`src/rtl/kid_hazard_monitor.sv`:
```
// Kid/hazard collision monitor: counts kid-over-hazard pixels each frame,
// decides hits on frame_tick and runs the alive/dying/dead/respawn life cycle.
module kid_hazard_monitor #(
    parameter int SCREEN_W      = 800,
    parameter int SCREEN_H      = 600,
    parameter int HIT_THRESH    = 4,
    parameter int DYING_FRAMES  = 32,
    parameter int INVULN_FRAMES = 60,
    parameter int FLASH_DIV     = 4
) (
    input  logic        clk_i,
    input  logic        rst_ni,
    input  logic        frame_tick_i,
    input  logic [9:0]  col_i,
    input  logic [9:0]  row_i,
    input  logic        is_kid_i,
    input  logic        is_hazard_i,
    input  logic        restart_i,
    output logic        kid_alive_o,
    output logic        freeze_o,
    output logic        respawn_o,
    output logic        flash_o,
    output logic [9:0]  hit_x_o,
    output logic [9:0]  hit_y_o,
    output logic [15:0] death_count_o
);

    localparam int          FLASH_BIT    = $clog2(FLASH_DIV);
    localparam logic [10:0] SCREEN_W_L   = 11'(SCREEN_W);
    localparam logic [10:0] SCREEN_H_L   = 11'(SCREEN_H);
    localparam logic [11:0] HIT_THRESH_L = 12'(HIT_THRESH);
    localparam logic [7:0]  DYING_LAST   = 8'(DYING_FRAMES - 1);
    localparam logic [7:0]  INVULN_L     = 8'(INVULN_FRAMES);

    typedef enum logic [1:0] {
        ALIVE,
        DYING,
        DEAD,
        RESPAWN
    } state_e;

    state_e      state_q;
    logic [11:0] overlapCnt_q, overlapCnt_d;
    logic [9:0]  capX_q, capX_d;
    logic [9:0]  capY_q, capY_d;
    logic [7:0]  frameCnt_q;
    logic [7:0]  frameCntInc;
    logic [7:0]  invuln_q;
    logic [9:0]  hitX_q;
    logic [9:0]  hitY_q;
    logic [15:0] deathCnt_q;
    logic        kidAlive_q;
    logic        freeze_q;
    logic        respawn_q;
    logic        flash_q;
    logic        overlapPix;
    logic        hitFrame;

    // The frame_tick cycle itself never counts, so the tick can clear the counter cleanly.
    assign overlapPix = is_kid_i & is_hazard_i & ~frame_tick_i
                      & ({1'b0, col_i} < SCREEN_W_L)
                      & ({1'b0, row_i} < SCREEN_H_L);

    assign hitFrame    = (overlapCnt_q >= HIT_THRESH_L) && (invuln_q == 8'd0);
    assign frameCntInc = frameCnt_q + 8'd1;

    always_comb begin
        overlapCnt_d = overlapCnt_q;
        capX_d       = capX_q;
        capY_d       = capY_q;
        if (frame_tick_i) begin
            overlapCnt_d = 12'd0;
        end else if (overlapPix) begin
            if (overlapCnt_q != 12'hFFF) begin
                overlapCnt_d = overlapCnt_q + 12'd1;
            end
            if ((state_q == ALIVE) && (overlapCnt_q == 12'd0)) begin
                capX_d = col_i;
                capY_d = row_i;
            end
        end
    end

    always_ff @(posedge clk_i or negedge rst_ni) begin
        if (!rst_ni) begin
            overlapCnt_q <= 12'd0;
            capX_q       <= 10'd0;
            capY_q       <= 10'd0;
        end else begin
            overlapCnt_q <= overlapCnt_d;
            capX_q       <= capX_d;
            capY_q       <= capY_d;
        end
    end

    // Outputs are set on the same edge as the state change so they track the new state.
    always_ff @(posedge clk_i or negedge rst_ni) begin
        if (!rst_ni) begin
            state_q    <= ALIVE;
            frameCnt_q <= 8'd0;
            invuln_q   <= 8'd0;
            hitX_q     <= 10'd0;
            hitY_q     <= 10'd0;
            deathCnt_q <= 16'd0;
            kidAlive_q <= 1'b1;
            freeze_q   <= 1'b0;
            respawn_q  <= 1'b0;
            flash_q    <= 1'b0;
        end else begin
            respawn_q <= 1'b0;
            unique case (state_q)
                ALIVE: begin
                    if (frame_tick_i) begin
                        if (hitFrame) begin
                            state_q    <= DYING;
                            frameCnt_q <= 8'd0;
                            hitX_q     <= capX_q;
                            hitY_q     <= capY_q;
                            if (deathCnt_q != 16'hFFFF) begin
                                deathCnt_q <= deathCnt_q + 16'd1;
                            end
                            kidAlive_q <= 1'b0;
                            freeze_q   <= 1'b1;
                            flash_q    <= 1'b0;
                        end else if (invuln_q != 8'd0) begin
                            invuln_q <= invuln_q - 8'd1;
                        end
                    end
                end
                DYING: begin
                    if (frame_tick_i) begin
                        frameCnt_q <= frameCntInc;
                        if (frameCnt_q == DYING_LAST) begin
                            state_q <= DEAD;
                            flash_q <= 1'b0;
                        end else begin
                            flash_q <= frameCntInc[FLASH_BIT];
                        end
                    end
                end
                DEAD: begin
                    if (restart_i) begin
                        state_q   <= RESPAWN;
                        freeze_q  <= 1'b0;
                        respawn_q <= 1'b1;
                    end
                end
                RESPAWN: begin
                    state_q    <= ALIVE;
                    invuln_q   <= INVULN_L;
                    kidAlive_q <= 1'b1;
                end
            endcase
        end
    end

    assign kid_alive_o   = kidAlive_q;
    assign freeze_o      = freeze_q;
    assign respawn_o     = respawn_q;
    assign flash_o       = flash_q;
    assign hit_x_o       = hitX_q;
    assign hit_y_o       = hitY_q;
    assign death_count_o = deathCnt_q;

endmodule

```
`config.mk`:
```
export PLATFORM = sky130hd
export DESIGN_NAME = kid_hazard_monitor
export DESIGN_NICKNAME = d
export VERILOG_FILES = /design/src/rtl/kid_hazard_monitor.sv
export SDC_FILE = /design/constraint.sdc
export NUM_CORES = 1
export LEC_CHECK = 0
export ABC_AREA = 1
export BUFFER_PORTS_ARGS = -buffer_cell sky130_fd_sc_hd__buf_2
export CAP_MARGIN = 10
export CORE_MARGIN = 2
export CORE_UTILIZATION = 52
export CTS_CLUSTER_SIZE = 30
export DETAILED_ROUTE_END_ITERATION = 16
export PLACE_DENSITY = 0.84
export RECOVER_POWER = 50
export SYNTH_ARGS = -nofsm -noshare
export SYNTH_HDL_FRONTEND = slang
export SYNTH_SLANG_ARGS = --single-unit
```
`constraint.sdc`:
```
create_clock -name clk_i -period 1.51 [get_ports clk_i]
set_input_delay 0.151 -clock clk_i [delete_from_list [all_inputs] [get_ports clk_i]]
set_output_delay 0.151 -clock clk_i [all_outputs]
set_load 0.05 [all_outputs]
```
== After elaboration in Yosys (flattened, before gate mapping) ==
Cells that the tools add are included.

* Reduce and logical (&&, ||, !) cells: 20
* Mux-type cells: 29
* Add/subtract/negate cells: 4
* Equal/unequal tests: 13
* Bitwise operators: 5
* Magnitude comparators: 3

{| class="wikitable"
|+ Operators by type and width
! kind !! count
|-
| $mux 8 || 6
|-
| $mux 12 || 3
|-
| $pmux 8 s2 || 2
|-
| $lt 10x10->1 const B || 2
|-
| $add 16x1->16 const B || 1
|-
| $ne 16x16->1 const B || 1
|-
| $reduce_and 4->1 || 4
|-
| $add 12x1->12 const B || 1
|-
| $ge 12x3->1 const B || 1
|-
| $logic_not 12->1 || 1
|-
| $ne 12x12->1 const B || 1
|-
| $ne 2x2->1 const B || 6
|-
| $mux 2 || 5
|-
| $reduce_bool 2->1 || 5
|-
| $mux 1 || 9
|-
| $reduce_and 3->1 || 3
|-
| $add 8x1->8 const B || 1
|-
| $eq 8x5->1 const B || 1
|-
| $logic_not 8->1 || 1
|-
| $pmux 2 s4 || 1
|-
| $reduce_bool 8->1 || 1
|-
| $sub 8x1->8 const B || 1
|-
| $pmux 1 s2 || 3
|-
| $reduce_and 5->1 || 1
|-
| 8 further kinds || 13
|}

* Bits of input ports: 26
* Output and inout bits: 40
* Word-level logic and storage cells: 87
* Register bits: 90

== Depth between registers and ports, before layout ==
Gate-level depths: netlist of the first run.

* Depth in word-level cells: 6
* Mapped depth: 11
* Mapped depth without buffers: 10

== Least setup slack after synthesis of the first run ==
No wires, ideal clock.

* Path type: reg2reg
* From: register deathCnt_q[0] (netlist: death_count_o[0])
* To: register deathCnt_q[0] (netlist: death_count_o[0])
* Stages on the path, launching flop included: 10
* Setup time: 0.118 ns
* Arrival time: 1.751 ns
* Clock period less this slack: 1.869 ns
* Required time: 1.392 ns
* Path slack: -0.359 ns
* Buffers on the path: 1
* Cells stage by stage: dfrtp_1 > ha_1 > nand2_1 > nor2_2 > nand3_1 > nand3_4 > inv_2 > buf_6 > nand2_1 > nand2_1

* Cells in the longest elaborated chain, start to end: 2
* Elaborated cells between the ends (all ways): 3
* Those cells by class: add/sub: 1; eq/ne: 1; reduce/logical: 1

{| class="wikitable"
|+ Ends and longest elaborated chain
! element !! line !! RTL
|-
| start, declared || 51 || <nowiki>logic [15:0] deathCnt_q;</nowiki>
|-
| start signal, assigned || 120 || <nowiki>deathCnt_q <= deathCnt_q + 16'd1;</nowiki>
|-
| branches (longest 2 deep; another with $add 16x1->16) || -- ||
|}

Parallel ways; which one is timed is not known.
A chain may end at the register's enable or synchronous reset.

== Final worst setup path of the first run ==
* From: register invuln_q[0]
* To: register invuln_q[6]

* Cells in the longest elaborated chain, start to end: 5
* Elaborated cells between the ends (all ways): 11
* Those cells by class: add/sub: 1; eq/ne: 2; mux: 4; reduce/logical: 4

{| class="wikitable"
|+ Ends and longest elaborated chain
! element !! line !! RTL
|-
| start, declared || 48 || <nowiki>logic [7:0] invuln_q;</nowiki>
|-
| start signal, assigned || 126 || <nowiki>invuln_q <= invuln_q - 8'd1;</nowiki>
|-
| $sub 8x1->8 || 126 ||
|-
| $mux 8 || 125 || <nowiki>end else if (invuln_q != 8'd0) begin</nowiki>
|-
| $mux 8 || 114 || <nowiki>if (hitFrame) begin</nowiki>
|-
| $mux 8 || 113 || <nowiki>if (frame_tick_i) begin</nowiki>
|-
| $pmux 8 s2 || 111 || <nowiki>unique case (state_q)</nowiki>
|}

Several ways; a longest one is shown, not always the timed one. The select of a mux whose other input is x is not followed.

==> tab_implementation.tex, run 1 <==
\begin{tabular}{lr}
\hline
Metric & Value \\
\hline
\multicolumn{2}{l}{\textbf{Status}} \\
\quad Outcome & finished, violations left \\
\quad Failing checks & negative setup slack \\
\multicolumn{2}{l}{\textbf{Critical path}} \\
\quad Cell chain of the critical path & inv\_2, buf\_4, ha\_1, inv\_1, o21bai\_1, nand3\_1, o21ai\_0 \\
\quad Endpoint arrival time on the critical path & 2.00 ns \\
\quad WP buf/inv & 3 \\
\quad Worst path depth & 7 \\
\quad Startpoint types & flop \\
\quad CP Max Fanout & 6 \\
\quad Cell type of the slowest stage on the worst timing path & sky130\_fd\_sc\_hd\_\_dfrtp\_1 \\
\quad Delay-heaviest family, CP & compound AO/OA/AOI/OAI gates \\
\quad Worst stage delay on the critical path & approximately 0.4 ns \\
\quad Data required time at the worst endpoint & 1.76 ns \\
\quad Worst Reg-to-Reg Cells & 7 \\
\quad Path type of the worst setup path & flop to flop \\
\quad Setup crit end kind & flop \\
\multicolumn{2}{l}{\textbf{Layout}} \\
\quad Share of cells above drive strength 1 & 32.4\% \\
\quad End-of-flow core utilization & a little over two thirds \\
\quad Area delta synth->final & 29.8\% \\
\quad Final-stage net count & 769 \\
\quad Fill cell total of the finished layout & 631 \\
\quad Ant. Diodes & 0 \\
\multicolumn{2}{l}{\textbf{Clocking}} \\
\quad Number of clock buffers inserted by TritonCTS & 9 \\
\quad Clock tree root driver cell & sky130\_fd\_sc\_hd\_\_clkbuf\_8 \\
\quad Clk buf depth & 2 \\
\quad Clock slew seen by the registers of the worst setup and hold paths & 0.09 ns \\
\quad Source-to-sink clock delay at the later pin of the worst-skew pair & 0.37 ns \\
\quad CTS tree & yes \\
\quad Number of clock sinks & 90 \\
\quad CTS H-tree depth & 3 \\
\multicolumn{2}{l}{\textbf{Die}} \\
\quad Initial core utilization & approximately 54\% \\
\quad Number of core rows & 34 \\
\quad Die area & 0.00984 mm² \\
\quad Die extent in x & 99.2 µm \\
\quad Die span in y & 99.2 µm \\
\quad Floorplan core area & 0.00876 mm² \\
\quad Number of placed I/O pins & 66 \\
\multicolumn{2}{l}{\textbf{Min path}} \\
\quad Cell depth of the worst min-delay path & 3 \\
\quad Hold crit path type & input port to flop \\
\multicolumn{2}{l}{\textbf{Timing}} \\
\quad Endpoints failing hold & 0 \\
\quad Slew margin rel. & 45.8\% \\
\quad Max Freq & 0.572 GHz \\
\quad Worst-Margin Slew & 0.812 ns \\
\quad Setup TNS & -1.64 ns \\
\quad Clock skew after layout & $\sim$0.013 ns \\
\quad Setup repair after global routing missed its margin & yes \\
\quad Share of the clock period used by the worst path & 116\% \\
\quad Post-layout worst setup margin & -0.240 ns \\
\quad Post-route minimum period & 1.75 ns \\
\quad Total of endpoints with negative setup slack in the final report & 49 \\
\quad Final count of pins violating max slew & 0 \\
\multicolumn{2}{l}{\textbf{Logic synthesis}} \\
\quad Synthesized flop and latch total & 90 \\
\quad Post-synth net total & 647 \\
\quad Area share of and/or/nand/nor cells after synthesis & between 30\% and 40\% \\
\quad Post-synthesis xor/xnor area fraction & 4.27\% \\
\quad Number of cells produced by synthesis & between 600 and 700 \\
\quad Unique cell type count in the Yosys netlist & 33 \\
\quad Post-synth EDFFs & 0 \\
\quad Share of the yosys chip area belonging to registers & 47.8\% \\
\quad Arithmetic-cell share of the synthesized area counting full adders, half adders and majority gates & approximately 2.7\% \\
\quad Most used DFF post-synth & sky130\_fd\_sc\_hd\_\_dfrtp\_1 \\
\quad Share of async-settable or async-resettable flops after synthesis & between 90\% and 100\% \\
\quad Combinational family with the most area after synthesis & simple AND/OR/NAND/NOR gates \\
\quad Yosys warns & 0 \\
\quad Multiplexer share of the synthesized area & 0\% \\
\quad Cell area after synthesis & about 0.0047 mm² \\
\quad Syn avg cell area & 7.71 µm² \\
\quad Post-synthesis compound-gate area fraction & 5.02\% \\
\multicolumn{2}{l}{\textbf{Place}} \\
\quad GPL Wtd Cong & 0.908 \\
\quad Count of buffers inserted at the top-level ports & 65 \\
\quad Placed wire-length estimate after detailed placement & 8190 µm \\
\multicolumn{2}{l}{\textbf{GRT}} \\
\quad Vias in the first global route & 4257 \\
\quad Wire length of the first global-routing pass & 18300 µm \\
\quad Initial antenna violation count & 0 \\
\quad Maximum number of pins on one net before global-route repair & 35 \\
\quad Total Routing Usage GR & roughly 23\% \\
\quad Overflow left after global routing & 0 \\
\multicolumn{2}{l}{\textbf{Flow run}} \\
\quad Max-cap violations & 0 \\
\multicolumn{2}{l}{\textbf{Detailed routing}} \\
\quad TritonRoute pass-1 iters & 5 \\
\quad Final wirelength & roughly 13000 µm \\
\quad Vias per cell & 5.44 \\
\quad Iter 0 DRT Violations & 271 \\
\quad DRC violations left & 0 \\
\quad Count of nets left with antenna violations after detail routing & 0 \\
\quad Via count of the routed design & 4600 \\
\quad Routed length per placed instance & 14.8 µm \\
\multicolumn{2}{l}{\textbf{Pwr}} \\
\quad Standby leakage power & roughly 3.2 nW \\
\quad Power density normalized to cell area & between 1000 and 1500 mW/mm² \\
\quad Largest vdd supply drop & between 0.6 and 0.7 mV \\
\hline
\end{tabular}
through the flow:
step	cell area, µm²	instances	power, mW	setup WS (ns)	hold WS, ns
after floorplan	4760	611	4.54	-0.0294	-0.145
after CTS	5770	832	7.10	-0.0410	0.0190
after detailed placement	5510	815	5.41	-0.122	0.116
final	6120	846	7.62	-0.240	0.0159
after global routing	6120	846	8.02	-0.193	0.0120
after global placement	5510	815	5.27	-0.0413	0.113
worst paths after layout:
path	startpoint	endpoint	slack, ns
max in group asynchronous	rst_ni	kid_alive_o$_DFFE_PN1P_	0.17
min	row_i[1]	capY_q[1]$_DFFE_PN0P_	0.02
max	invuln_q[0]$_DFFE_PN0P_	invuln_q[6]$_DFFE_PN0P_	-0.24
min reg2reg	hit_x_o[3]$_DFFE_PN0P_	hit_x_o[3]$_DFFE_PN0P_	0.47
min in group asynchronous	rst_ni	death_count_o[8]$_DFFE_PN0P_	0.40
max reg2reg	invuln_q[0]$_DFFE_PN0P_	invuln_q[6]$_DFFE_PN0P_	-0.24
synth_stat cells, types with 9 or more instances:
cell type	number	area, µm²
sky130_fd_sc_hd__o21ai_0	15	75.1
sky130_fd_sc_hd__nand3_1	60	300
sky130_fd_sc_hd__o21ai_1	21	105
sky130_fd_sc_hd__ha_1	10	125
sky130_fd_sc_hd__inv_1	56	210
sky130_fd_sc_hd__buf_2	9	45.0
sky130_fd_sc_hd__nand4_1	15	93.8
sky130_fd_sc_hd__dfrtp_1	89	2230
sky130_fd_sc_hd__xnor2_1	13	114
sky130_fd_sc_hd__xor2_1	10	87.6
sky130_fd_sc_hd__nand2_1	220	826
sky130_fd_sc_hd__nor2_1	49	184
routing by layer:
| layer | up-vias | GRT usage [%] | share of wire [%] |
|---|---|---|---|
| li1 | 2184 | - | - |
| met1 | 2182 | 27.4 | 39 |
| met5 | - | 0 | 0 |
| met2 | 194 | 40.3 | 52 |
| met4 | 0 | 10.6 | 3.1 |
| met3 | 40 | 3.16 | 5.6 |
flip-flops by register name (all words and copies together) (netlist names):
signal and cells:
frameCnt_q 8, invuln_q 8, respawn_o 1, flash_o 1
overlapCnt_q 12, state_q 2, capX_q 10, kid_alive_o 1
capY_q 10, freeze_o 1, death_count_o 16, hit_x_o 10
hit_y_o 10
worst reg2reg max path, stage by stage, from the launching register on:
cell and delay, ns:
sky130_fd_sc_hd__dfrtp_1 0.40, sky130_fd_sc_hd__inv_2 0.09, sky130_fd_sc_hd__buf_4 0.15, sky130_fd_sc_hd__ha_1 0.23, sky130_fd_sc_hd__inv_1 0.10, sky130_fd_sc_hd__o21bai_1 0.22
sky130_fd_sc_hd__nand3_1 0.14, sky130_fd_sc_hd__o21ai_0 0.31
layout by cell type, fill, tap and decap left out, types with 4 or more instances in the layout:
cell type	netlist	layout
sky130_fd_sc_hd__nand2_1	220	182
sky130_fd_sc_hd__dfrtp_1	89	75
sky130_fd_sc_hd__buf_2	9	64
sky130_fd_sc_hd__nand3_1	60	56
sky130_fd_sc_hd__inv_1	56	48
sky130_fd_sc_hd__buf_4	3	46
sky130_fd_sc_hd__nor2_1	49	45
sky130_fd_sc_hd__nand2_2	1	37
sky130_fd_sc_hd__o21ai_1	21	21
sky130_fd_sc_hd__nand4_1	15	15
sky130_fd_sc_hd__dfrtp_2	0	14
sky130_fd_sc_hd__xnor2_1	13	13
sky130_fd_sc_hd__clkbuf_8	0	12
sky130_fd_sc_hd__xor2_1	10	10
sky130_fd_sc_hd__o21ai_0	15	9
sky130_fd_sc_hd__inv_2	2	8
sky130_fd_sc_hd__nor3_1	8	8
sky130_fd_sc_hd__buf_6	2	8
sky130_fd_sc_hd__nor2_2	4	6
sky130_fd_sc_hd__o21ai_2	0	6
sky130_fd_sc_hd__nand3_2	2	5
sky130_fd_sc_hd__nor2_4	2	4
sky130_fd_sc_hd__ha_4	0	4
sky130_fd_sc_hd__ha_1	10	4
cell families (layout without fill, tap and decap cells):
logic type      count (synthesis)  after routing
flops                          90             90
xor+xnor                       23             23
buf+inv                        77            203
fa+ha+maj                      10             10
compound gates                 45             45
simple gates                  366            367
layout make-up:
class	count	area, µm²	area share (%)
inverter	59	229	3.74
sequential	90	2270	37.1
clock buffer	13	169	2.76
tap	108	135	2.21
timing repair buffer	128	916	15.0
clock inverter	3	21.3	0.348
multi-input combinational	445	2380	38.8
timing repair:
item / CTS / global route
gates cloned: 0 / 7
hold buffers: 1 / 0
endpoints found under the setup margin: 75 / 87
pin swaps: 1 / 16
resized for setup: 16 / 84
hold endpoints to repair: 31 / 0
buffers inserted: 0 / 8
where the power goes:
part	total [mW]	switching [mW]	internal (mW)	leakage, nW
sequential	3.23	0.355	2.87	1.19
combinational	2.78	1.66	1.12	1.91
clock	1.62	0.879	0.739	0.0960
No activity file was read; power rests on OpenSTA's default activity.
==> inputs of run 2 (changes only) <==
Settings changed: CORE_ASPECT_RATIO set to 0.5.
==> run 2 against run 1 <==
  * The flow still finishes with violations (negative setup slack)
  * Design area up 0.27%
  * Wire length down 9.8%
  * Die area up 0.47%
  * Count of clock-buffer cells in the layout down 2
  * Sequential power down 2%
  * Core utilization up 0.15 points
  * First-iteration DRC count up 10%
  * Fmax up 16%
  * Setup slack better by 0.24 ns
  * Clock skew down 0.0021 ns
  * Critical path type unchanged
  * Critical endpoint is now kid_alive_o$_DFFE_PN1P_
==> tab_implementation.tex, run 2 (synthesis gave the netlist of run 1 again) <==
\begin{tabular}{lr}
\hline
Metric & Value \\
\hline
\multicolumn{2}{l}{\textbf{Layout}} \\
\quad End-of-flow core utilization & 69.9\% \\
\quad Ant. Diodes & 0 \\
\quad Number of flip-flops in the largest register & 16 \\
\quad Final-stage net count & 767 \\
\quad Area of the multi-input gates & 0.00232 mm² \\
\quad Highest-count cells in the layout ignoring fill and taps & sky130\_fd\_sc\_hd\_\_nand2\_1 (202), sky130\_fd\_sc\_hd\_\_dfrtp\_1 (75), sky130\_fd\_sc\_hd\_\_buf\_2 (64) \\
\quad Area taken by flip-flops and latches & 0.00227 mm² \\
\quad Most common library cell in the layout ignoring fill and taps & sky130\_fd\_sc\_hd\_\_nand2\_1 \\
\quad Area delta synth->final & 30.1\% \\
\quad Share of cells above drive strength 1 & 28.7\% \\
\quad Fill cell total of the finished layout & 640 \\
\multicolumn{2}{l}{\textbf{Die}} \\
\quad Die extent in x & 139 µm \\
\quad Die span in y & 71.3 µm \\
\quad Floorplan core area & 0.00877 mm² \\
\quad Die area & 0.00989 mm² \\
\quad Number of placed I/O pins & between 60 and 70 \\
\quad Number of core rows & 24 \\
\quad Initial core utilization & 53.8\% \\
\multicolumn{2}{l}{\textbf{Timing}} \\
\quad Clock skew after layout & 0.0108 ns \\
\quad Total of endpoints with negative setup slack in the final report & 1 \\
\quad Post-route minimum period & 1.51 ns \\
\quad Setup repair after global routing missed its margin & yes \\
\quad Slew margin rel. & 50.0\% \\
\quad Post-layout worst setup margin & -0.00150 ns \\
\quad Setup TNS & -0.00150 ns \\
\quad Max Freq & 0.662 GHz \\
\quad Share of the clock period used by the worst path & 100\% \\
\quad Worst-Margin Slew & about 0.75 ns \\
\quad Endpoints failing hold & 0 \\
\quad Final count of pins violating max slew & 0 \\
\multicolumn{2}{l}{\textbf{Critical path}} \\
\quad Endpoint arrival time on the critical path & 1.78 ns \\
\quad Startpoint types & flop \\
\quad Setup crit end kind & flop \\
\quad Data required time at the worst endpoint & 1.78 ns \\
\quad CP Max Fanout & 5 \\
\quad Path type of the worst setup path & flop to flop \\
\quad Reg2Reg Setup Slack & -0.002 ns \\
\multicolumn{2}{l}{\textbf{Detailed routing}} \\
\quad Routed length per placed instance & 13.3 µm \\
\quad Via count of the routed design & 4453 \\
\quad TritonRoute pass-1 iters & 5 \\
\quad Final wirelength & between 10000 and 15000 µm \\
\quad DRC violations left & 0 \\
\quad Iter 0 DRT Violations & $\sim$300 \\
\quad Vias per cell & 5.22 \\
\quad Count of nets left with antenna violations after detail routing & 0 \\
\multicolumn{2}{l}{\textbf{Status}} \\
\quad Outcome & finished, violations left \\
\quad Failing checks & negative setup slack \\
\multicolumn{2}{l}{\textbf{Clocking}} \\
\quad CTS tree & yes \\
\quad Clock slew seen by the registers of the worst setup and hold paths & 0.07 ns \\
\quad Clock tree root driver cell & sky130\_fd\_sc\_hd\_\_clkbuf\_16 \\
\quad CTS H-tree depth & 3 \\
\quad Source-to-sink clock delay at the later pin of the worst-skew pair & around 0.35 ns \\
\quad Clk buf depth & 2 \\
\quad Number of clock buffers inserted by TritonCTS & 9 \\
\quad Number of clock sinks & 90 \\
\multicolumn{2}{l}{\textbf{GRT}} \\
\quad Maximum number of pins on one net before global-route repair & 41 \\
\quad Total Routing Usage GR & 23.3\% \\
\quad Overflow left after global routing & 0 \\
\quad Initial antenna violation count & 0 \\
\quad Vias in the first global route & $\sim$4200 \\
\quad Wire length of the first global-routing pass & around 19000 µm \\
\multicolumn{2}{l}{\textbf{Pwr}} \\
\quad Standby leakage power & approximately 3.2 nW \\
\quad Power density normalized to cell area & 1330 mW/mm² \\
\quad Largest vdd supply drop & slightly above 0.8 mV \\
\multicolumn{2}{l}{\textbf{Flow run}} \\
\quad Max-cap violations & 0 \\
\multicolumn{2}{l}{\textbf{Place}} \\
\quad Placed wire-length estimate after detailed placement & between 7000 and 8000 µm \\
\quad GPL Wtd Cong & 0.892 \\
\quad Count of buffers inserted at the top-level ports & 65 \\
\multicolumn{2}{l}{\textbf{Min path}} \\
\quad Hold crit path type & input port to flop \\
\hline
\end{tabular}
==> run 2: cell count changes in the layout (fill, tap and decap cells not counted), sizes merged <==
cell,delta
bufinv,+1
buf,+1
clkbuf,-6
clkinv,+1
clkinvlp,+2
nand2,-1
==> run 2: final timing paths <==
| path | from | endpoint | cells past startpoint |
|---|---|---|---|
| min | col_i[3] | capX_q[3]$_DFFE_PN0P_ | 3 |
| max in group asynchronous | rst_ni | death_count_o[13]$_DFFE_PN0P_ | 3 |
| max reg2reg | invuln_q[1]$_DFFE_PN0P_ | kid_alive_o$_DFFE_PN1P_ | 9 |
| min in group asynchronous | rst_ni | overlapCnt_q[7]$_DFFE_PN0P_ | 2 |
| max | invuln_q[1]$_DFFE_PN0P_ | kid_alive_o$_DFFE_PN1P_ | 9 |
| min reg2reg | hit_x_o[3]$_DFFE_PN0P_ | hit_x_o[3]$_DFFE_PN0P_ | 2 |
==> run 2: cell type report <==
type | count | share of cell area, %
Timing Repair inverter | 2 | 0.306
Sequential cell | 90 | 37.0
Clock inverter | 5 | 1.02
Tap cell | 117 | 2.39
Multi-Input combinational cell | 444 | 37.9
Timing Repair Buffer | 125 | 13.6
Inverter | 59 | 3.94
Clock buffer | 11 | 3.79
==> run 2: timing repair <==
action                                 in CTS  in global routing
gates resized for setup                    13                 62
endpoints found under the hold margin      28                  0
buffers inserted                            2                  8
setup endpoints to repair                  40                 85
hold buffers                                1                  0
cloned                                      1                  1
pin swaps                                   3                 15
==> run 2: power breakdown <==
part | leakage [nW] | switching (mW) | internal (mW)
Clock | 0.137 | 0.965 | 1.30
Combinational | 1.90 | 1.60 | 1.11
Sequential | 1.19 | 0.298 | 2.88
==> run 2: critical path: stages, from the launching register on <==
cell and delay, ns:
sky130_fd_sc_hd__dfrtp_1 0.39, sky130_fd_sc_hd__inv_2 0.09, sky130_fd_sc_hd__ha_4 0.14, sky130_fd_sc_hd__nand2_4 0.04, sky130_fd_sc_hd__nor2_4 0.14, sky130_fd_sc_hd__o21ai_1 0.11, sky130_fd_sc_hd__nand2_2 0.17, sky130_fd_sc_hd__buf_4 0.14
sky130_fd_sc_hd__nand2_1 0.08, sky130_fd_sc_hd__o21ai_0 0.15
==> run 2: stage by stage <==
step	instances	hold slack (ns)	worst slack, ns	total power [mW]	instance area [µm²]
2_1_floorplan	611	-0.145	-0.0294	4.54	4760
3_3_place_gp	824	0.112	0.00669	5.32	5530
3_5_place_dp	824	0.122	-0.123	5.39	5530
4_1_cts	844	0.0257	0.00707	7.79	5900
5_1_grt	853	0.0503	-0.0905	8.65	6130
6_report	853	0.0323	-0.00150	8.14	6130
==> run 2: routing by layer <==
layer	global-route usage, %	share of wire, %
met5	0	0
met4	6.51	2.1
met3	5.61	4.6
met2	40.9	50
met1	29.4	44
